<file path="config.mk">
export PLATFORM = sky130hd
export DESIGN_NAME = execute_muldiv
export DESIGN_NICKNAME = d
export VERILOG_FILES = /design/src/rtl/common.sv /design/src/rtl/pipes.sv /design/src/rtl/execute_muldiv.sv
export SDC_FILE = /design/constraint.sdc
export NUM_CORES = 2
export LEC_CHECK = 0
export CAP_MARGIN = 20
export CORE_MARGIN = 2
export CORE_UTILIZATION = 50
export DETAILED_ROUTE_END_ITERATION = 10
export GPL_TIMING_DRIVEN = 0
export MAX_ROUTING_LAYER = met4
export PLACE_DENSITY_LB_ADDON = 0.2
export SLEW_MARGIN = 20
export SYNTH_ARGS = -nofsm -noshare
export SYNTH_HDL_FRONTEND = slang
export SYNTH_SLANG_ARGS = --single-unit
</file>
<file path="constraint.sdc">
create_clock -name clk -period 9.5 [get_ports clk]
set_clock_uncertainty 0.2 [all_clocks]
set_input_delay 2.85 -clock clk [delete_from_list [all_inputs] [get_ports clk]]
set_output_delay 2.85 -clock clk [all_outputs]
set_load 0.005 [all_outputs]
</file>
<file path="src/rtl/common.sv">
// Constants shared across the pipeline stages.
package common;

   localparam int unsigned MULDIV_ITER = 64;

endpackage

</file>
<file path="src/rtl/pipes.sv">
// Encodings exchanged between pipeline stages.
package pipes;

   // RV64M funct3
   typedef enum logic [2:0] {
      MD_MUL    = 3'b000,
      MD_MULH   = 3'b001,
      MD_MULHSU = 3'b010,
      MD_MULHU  = 3'b011,
      MD_DIV    = 3'b100,
      MD_DIVU   = 3'b101,
      MD_REM    = 3'b110,
      MD_REMU   = 3'b111
   } muldiv_op_t;

endpackage

</file>
<file path="src/rtl/execute_muldiv.sv">
// Iterative RV64M multiply/divide unit: one shift-add or restoring-divide step per
// cycle on operand magnitudes, fixed 65-cycle accept-to-done latency.
module execute_muldiv
   import common::*;
   import pipes::*;
(
   input  logic        clk,
   input  logic        resetn,
   input  logic        valid,
   input  logic [2:0]  op,
   input  logic        word,
   input  logic [63:0] a,
   input  logic [63:0] b,
   input  logic        flush,
   output logic        ready,
   output logic        done,
   output logic [63:0] result
);

   localparam logic [5:0] LAST_COUNT = 6'(MULDIV_ITER - 1);

   typedef enum logic [1:0] {
      S_IDLE,
      S_BUSY,
      S_DONE
   } state_t;

   state_t      state, state_nx;
   logic        accept, last;
   logic [5:0]  count;

   muldiv_op_t  op_in, op_q;
   logic        word_q, neg_q, rneg_q, dz_q, ovf_q;
   logic [63:0] dividend_q, opb_q, hi, lo;

   logic        a_signed, b_signed, sa, sb, dz, ovf;
   logic [63:0] a_ext, b_ext, a_mag, b_mag;

   logic [64:0]  mul_sum, rem_sh, diff;
   logic [63:0]  hi_nx, lo_nx, quo, rem, res_nx;
   logic [127:0] prod;

   assign op_in = muldiv_op_t'(op);

   always_ff @(posedge clk) begin
      if (!resetn) state <= S_IDLE;
      else         state <= state_nx;
   end

   always_comb begin
      state_nx = state;
      ready    = 1'b0;
      done     = 1'b0;
      accept   = 1'b0;
      last     = 1'b0;
      case (state)
         S_IDLE: begin
            ready = 1'b1;
            if (valid && !flush) begin
               accept   = 1'b1;
               state_nx = S_BUSY;
            end
         end
         S_BUSY: begin
            if (count == LAST_COUNT) begin
               last     = 1'b1;
               state_nx = S_DONE;
            end
         end
         S_DONE: begin
            done     = 1'b1;
            state_nx = S_IDLE;
         end
         default: state_nx = S_IDLE;
      endcase
      if (flush) begin
         state_nx = S_IDLE;
         last     = 1'b0;
      end
   end

   // Operand conditioning at accept: width/sign extension, magnitudes, special cases.
   always_comb begin
      a_signed = 1'b0;
      b_signed = 1'b0;
      case (op_in)
         MD_MUL, MD_MULH, MD_DIV, MD_REM: begin
            a_signed = 1'b1;
            b_signed = 1'b1;
         end
         MD_MULHSU: a_signed = 1'b1;
         default: ;
      endcase
      a_ext = a;
      b_ext = b;
      if (word) begin
         a_ext = a_signed ? {{32{a[31]}}, a[31:0]} : {32'h0, a[31:0]};
         b_ext = b_signed ? {{32{b[31]}}, b[31:0]} : {32'h0, b[31:0]};
      end
      sa    = a_signed & a_ext[63];
      sb    = b_signed & b_ext[63];
      a_mag = sa ? -a_ext : a_ext;
      b_mag = sb ? -b_ext : b_ext;
      dz    = (b_ext == '0);
      ovf   = a_signed && b_signed && (b_ext == '1) &&
              (word ? (a_ext == 64'hFFFF_FFFF_8000_0000) : (a_ext == 64'h8000_0000_0000_0000));
   end

   // Shared step: divide shifts {hi,lo} left with trial subtract, multiply shifts right with add.
   always_comb begin
      mul_sum = {1'b0, hi} + (lo[0] ? {1'b0, opb_q} : 65'h0);
      rem_sh  = {hi, lo[63]};
      diff    = rem_sh - {1'b0, opb_q};
      if (op_q[2]) begin
         hi_nx = diff[64] ? rem_sh[63:0] : diff[63:0];
         lo_nx = {lo[62:0], ~diff[64]};
      end else begin
         hi_nx = mul_sum[64:1];
         lo_nx = {mul_sum[0], lo[63:1]};
      end
   end

   always_comb begin
      prod = {hi_nx, lo_nx};
      if (neg_q) prod = -prod;
      quo = neg_q  ? -lo_nx : lo_nx;
      rem = rneg_q ? -hi_nx : hi_nx;
      if (dz_q) begin
         quo = '1;
         rem = dividend_q;
      end
      if (ovf_q) begin
         quo = dividend_q;
         rem = '0;
      end
      case (op_q)
         MD_MUL:                       res_nx = prod[63:0];
         MD_MULH, MD_MULHSU, MD_MULHU: res_nx = word_q ? 64'h0 : prod[127:64];
         MD_DIV, MD_DIVU:              res_nx = quo;
         default:                      res_nx = rem;
      endcase
      if (word_q) res_nx = {{32{res_nx[31]}}, res_nx[31:0]};
   end

   always_ff @(posedge clk) begin
      if (!resetn) begin
         count      <= '0;
         result     <= '0;
         op_q       <= MD_MUL;
         word_q     <= 1'b0;
         neg_q      <= 1'b0;
         rneg_q     <= 1'b0;
         dz_q       <= 1'b0;
         ovf_q      <= 1'b0;
         dividend_q <= '0;
         opb_q      <= '0;
         hi         <= '0;
         lo         <= '0;
      end else if (flush) begin
         count <= '0;
      end else if (accept) begin
         count      <= '0;
         op_q       <= op_in;
         word_q     <= word;
         neg_q      <= sa ^ sb;
         rneg_q     <= sa;
         dz_q       <= dz;
         ovf_q      <= ovf;
         dividend_q <= a_ext;
         opb_q      <= b_mag;
         hi         <= '0;
         lo         <= a_mag;
      end else if (state == S_BUSY) begin
         count <= count + 6'd1;
         hi    <= hi_nx;
         lo    <= lo_nx;
         if (last) result <= res_nx;
      end
   end

endmodule

</file>
; ---- After elaboration in Yosys (flattened, before gate mapping)
; Index checks and enable logic that the tools add are counted.
[word_totals]
ff_bits = 336
in_bits = 136
wordCells = 102
[op_classes]
addsub = 8
eq_ne = 17
muxes = 37
n_bitwise = 7
n_reduce_logical = 20
[op_table]
columns = cell, count
row1 = $mux W64, 22
row2 = $neg A64 Y64, 4
row3 = $eq A64 B64 Y1 const B, 3
row4 = $pmux W64 S3, 1
row5 = $mux W128, 1
row6 = $neg A128 Y128, 1
row7 = $add A64 B64 Y65, 1
row8 = $sub A65 B64 Y65, 1
row9 = $logic_not A64 Y1, 1
row10 = $eq A3 B3 Y1 const B, 4
row11 = $mux W1, 10
row12 = $eq A3 B2 Y1 const B, 3
row13 = $add A6 B1 Y6 const B, 1
row14 = $eq A3 B1 Y1 const B, 2
row15 = $eq A6 B6 Y1 const B, 1
row16 = $logic_not A3 Y1, 2
row17 = $reduce_and A2 Y1, 3
row18 = $reduce_or A3 Y1, 2
row19 = $reduce_or A5 Y1, 1
row20 = $logic_and A1 B1 Y1, 4
row21 = $mux W2, 2
row22 = $ne A2 B2 Y1 const B, 2
row23 = $not A1 Y1, 4
row24 = $pmux W2 S2, 1
row25 = other kinds (10), 12

; ---- Longest topological paths before layout
[depth]
ltp_word = 9
mapped_depth = 30
ltp_nobuf = 24

; ---- Least setup slack after synthesis
; Ideal clock, no wire load.
[synth_path]
kind = register to register
from = register op_q[2]
to = register result[40]
setup_ns = 0.117
arrival_time_ns = 7.442
t_required_ns = 9.183
path_slack_ns = 1.741
stages_incl_launch_ff = 31
path_cell_list = dfxtp_1 buf_4 buf_4 buf_2 buf_2 buf_2 buf_2 buf_2 buf_2 buf_2 buf_2 buf_2 buf_2 buf_4 buf_2 buf_2 mux2i_1 ha_1 nand4_1 or2_2 or4_1 or2_2 nand2b_1 or4_1 clkbuf_1 or4_1 o41ai_2 xnor2_1 o22ai_1 a21oi_1 nor2_1
[synth_via]
elab_chain_len = 7
[synth_rtl]
columns = element, line
row1 = "start, declared", execute_muldiv.sv:32  ; muldiv_op_t op_in, op_q;
row2 = "start signal, assigned", execute_muldiv.sv:163  ; op_q <= op_in;
row3 = $mux W64, execute_muldiv.sv:114  ; if (op_q[2]) begin
row4 = "$neg A64 Y64, on equally long branches", "execute_muldiv.sv:127, execute_muldiv.sv:126"
row5 = "$mux W64, on equally long branches", "execute_muldiv.sv:127, execute_muldiv.sv:126"
row6 = $mux W64, execute_muldiv.sv:128  ; if (dz_q) begin
row7 = $mux W64, execute_muldiv.sv:132  ; if (ovf_q) begin
row8 = $pmux W64 S3 *, execute_muldiv.sv:136  ; case (op_q)
row9 = $mux W64 *, execute_muldiv.sv:142  ; if (word_q) res_nx = {{32{res_nx[31]}}, res_nx[31:0]};
row10 = "end signal, assigned", execute_muldiv.sv:177  ; if (last) result <= res_nx;
row11 = "end, declared", execute_muldiv.sv:17  ; output logic [63:0] result
; Mark *: on every way between the ends. The rest lies on a longest branch, timed or not.
; A chain may end at the register's enable or synchronous reset.

; ---- Worst setup path after layout
[layout_path]
from = register opb_q[2]
to = register result[63]
[layout_via]
elab_chain_len = 9
[layout_rtl]
columns = element, line
row1 = "start, declared", execute_muldiv.sv:34  ; logic [63:0] dividend_q, opb_q, hi, lo;
row2 = "start signal, assigned", execute_muldiv.sv:170  ; opb_q <= b_mag;
row3 = $sub A65 B64 Y65 / $mux W64 (equally long branches), "execute_muldiv.sv:113, execute_muldiv.sv:111"
row4 = "$mux W64, or another cell as far along", execute_muldiv.sv:115  ; hi_nx = diff[64] ? rem_sh[63:0] : diff[63:0];
row5 = $mux W64, execute_muldiv.sv:114
row6 = "$neg A64 Y64, on equally long branches", "execute_muldiv.sv:127, execute_muldiv.sv:126"
row7 = "$mux W64, on equally long branches", "execute_muldiv.sv:127, execute_muldiv.sv:126"
row8 = $mux W64, execute_muldiv.sv:128
row9 = $mux W64, execute_muldiv.sv:132
row10 = $pmux W64 S3 *, execute_muldiv.sv:136
row11 = $mux W64 *, execute_muldiv.sv:142
; Marked as above.

==> out/qor.csv <==
metric,value,unit
crit path max-delay cell type,a21oi_1,
Critical Path AT,9.72,ns
total grt overflow,0,
Clock power frac,33.8,%
hpwl dp,158800,um
Combinational Power Share,33.4,%
CP max FO,10,
1st-iter DRT viols,7613,
Port Buffers,200,
distinct cell type count after synthesis,106,
Root Driver,clkbuf_16,
"area leader, netlist",dfxtp_1,
Routed Antenna Nets,0,
max-capacitance violation count,0,
flip-flop and latch count after synthesis,336,
Sw Share,40.46,%
GP Congestion,1.180,
Synth top area share,19.14,%
warnings from Yosys,0,
floorplan row count,97,
initial core utilization,50.36,%
biggest cell delay along the critical path,0.91,ns
routed vias/inst,7.088,
Post-synth EDFFs,0,
failing checks,DRC,
final setup TNS,0,ns
Area Growth Syn to Fin,13.27,%
"Cell Count, Final, Fillers Out",6339,
gr usage total,52.87,%
first-pass GRT wire length,277300,um
Max Root-Sink Buffers,3,
CP Cell Sequence,inv_1 > ha_1 > nand2b_1 > a21oi_2 > o31ai_1 > a211o_1 > a21oi_1 > o211ai_4 > buf_6 > buf_6 > buf_2 > clkbuf_1 > buf_1 > o311a_1 > a41oi_1 > a21oi_1 > nand4_1 > o21ai_0 > a21oi_1 > a2111oi_1 > a21oi_1,
drt pass-1 iters,11,
Post-CTS Setup Bufs,0,
CTS tree,yes,
largest net degree at the start of global routing,20,
fin util,57.04,%
TritonCTS Buffers,39,
Post-route DRC,1,
Die ar.,72420,um2
post-route setup slack,0.02696,ns
clock latency at the later pin of the worst-skew pair,0.61,ns
H-tree levels,2,
Cells after Synth,5118,
"top cells by count, synth","nor2_1 (582), nand2_1 (578), a21oi_1 (507), o21ai_0 (383), dfxtp_1 (336)",
Area contributors post-synth,"dfxtp_1 (19%), a21oi_1 (7.2%), nor2_1 (6.2%), nand2_1 (6.2%), o21ai_0 (5.5%)",
Die Ht,269.1,um
Nets,5633,
unrepaired setup endpoints after global routing,no,
internal power,0.002836,W
pre-CTS WS,-2.185,ns
number of global-route vias before repair,39900,
post-layout min period,9.473,ns
fmax,105.6,MHz
Via Count,44934,
Worst Tran Pin Value,1.401,ns
Setup Viol. Count Final,0,
Final Max Tran Viols,0,
run status,"finished, violations left",
Main synth FF type,dfxtp_1,
dpl cells,6264,
Mapped Area,35140,um2
worst hold path type,flip-flop to flip-flop,
Synth Net Count,5390,
type of origin of the critical path,flip-flop,
post-synthesis sequential area ratio,19.14,%
Most common cell on crit path,a21oi_1,
"IR drop worst, VDD",0.1221,mV
initial antenna violation count,7,
r2r worst-path depth,21,
die width,269.1,um
total design power,0.004763,W
WL/cell,30.90,um
Critical Path RT,9.75,ns
clock-pin slew on the worst setup and hold paths,0.06,ns
Ports,202,
PwrDens,119.6,nW/um2
Critical Path End Type,flip-flop,
WHS Path Cells,2,
kind of critical path,flip-flop to flip-flop,
aggregate routed wire length,195900,um
Seq pwr share,32.9,%
final hold violation count,0,
Rel. slew slack,6.381,%
P_sw,0.001927,W
part of the cycle the worst path needs,99.72,%
Leak,14.68,nW
layout cells sized above 1,5.011,%
Mapped Avg Cell Area,6.867,um2
"FFs w/ async S/R, synth",0,%
# clock sinks,336,
"count leader, synth",nor2_1,
core area,69790,um2
## placed cells by master, fill, tap and decap left out, types with 27 or more instances in the layout
cell type / n
and2_1: 90
xnor2_1: 189
nand4_1: 96
xor2_1: 138
nand3_1: 131
inv_1: 143
o31ai_1: 63
and3_1: 32
clkdlybuf4s50_1: 200
nor4_1: 57
or4_1: 27
o21bai_1: 28
o21ai_0: 383
nand2b_1: 40
clkbuf_16: 39
nor2b_1: 29
nor3_1: 145
nor2_1: 582
nand2_1: 578
a221oi_1: 48
a22oi_1: 27
a21o_1: 78
a31oi_1: 84
mux2i_1: 104
a211oi_1: 110
clkbuf_1: 271
o211ai_1: 49
o221ai_1: 34
buf_2: 41
ha_1: 133
dfxtp_1: 336
a21oi_1: 505
or3_1: 65
## state kept, by name (all words and copies together), names as in the netlist, 2 cells and up
register and count:
count 6, op_q 3, state 2, dividend_q 64
result 64, hi 64, lo 64, opb_q 64
## critical path, delay by kind of cell (launching register included)
| kind | cells | cell delay [ns] |
|---|---|---|
| AOI/OAI and AO/OA | 12 | 4.64 |
| adders and majority gates | 1 | 0.37 |
| buffers and inverters | 6 | 2.55 |
| DFF | 1 | 0.76 |
| and+or+nand+nor | 2 | 0.78 |
## layout make-up
| type | count | area, um2 |
|---|---|---|
| tap | 940 | 1176 |
| timing repair buffer | 207 | 2052 |
| fill | 6952 | 29980 |
| clock buffer | 49 | 1054 |
| clock inverter | 19 | 249.0 |
| multi-input combinational | 4282 | 26490 |
| sequential | 336 | 6726 |
| inverter | 146 | 548.0 |
| buffer | 349 | 1483 |
| antenna | 11 | 27.53 |
## logic make-up (layout without fill, tap and decap cells)
group | Yosys count | after routing | synth area share (%)
XOR/XNOR | 327 | 327 | 8.149
multiplexers | 127 | 127 | 3.703
AO/OA/AOI/OAI | 1703 | 1703 | 31.41
buffers and inverters | 500 | 770 | 5.739
AND/OR/NAND/NOR | 1989 | 1989 | 26.98
other | 0 | 11 | 0
adder cells (fa/ha/maj) | 136 | 136 | 4.885
flip-flops | 336 | 336 | 19.14
## worst paths after layout
check / startpoint / to / slack (ns)
worst max-delay path: opb_q[2] / result[63] / 0.03
worst min-delay path: dividend_q[24] / dividend_q[24] / 0.28
worst max register to register: opb_q[2] / result[63] / 0.03
worst min register to register: dividend_q[24] / dividend_q[24] / 0.28
## routing by layer
metal | GRT usage (%) | routed length, um
met3 | 23.40 | 33560
met5 | - | 0
met1 | 65.35 | 72830
met4 | 31.37 | 14320
met2 | 69.84 | 75190
## power by group through the flow
stage | sequential [W] | combinational, W | clock, W
finish | 0.00156 | 0.00159 | 0.00161
global route | 0.00156 | 0.00163 | 0.00164
CTS | 0.00155 | 0.00147 | 0.00159
detailed placement | 0.00158 | 0.00146 | 0
global placement | 0.00158 | 0.00146 | 0
floorplan | 0.00152 | 0.000897 | 0
## per-stage QoR
stage / hold WS, ns / cell area, um2
after floorplan: 0.2363 / 35140
after global placement: 0.2463 / 38320
after detailed placement: 0.2607 / 38420
after CTS: 0.2690 / 39770
after global routing: 0.2851 / 39800
final: 0.2778 / 39810
## what timing repair did
item,4_1_cts,5_1_grt
setup endpoints to repair,28,11
hold buffers,0,0
endpoints found under the hold margin,0,0
gates resized for setup,15,5
Note: power is estimated with default switching activity, not from simulation.
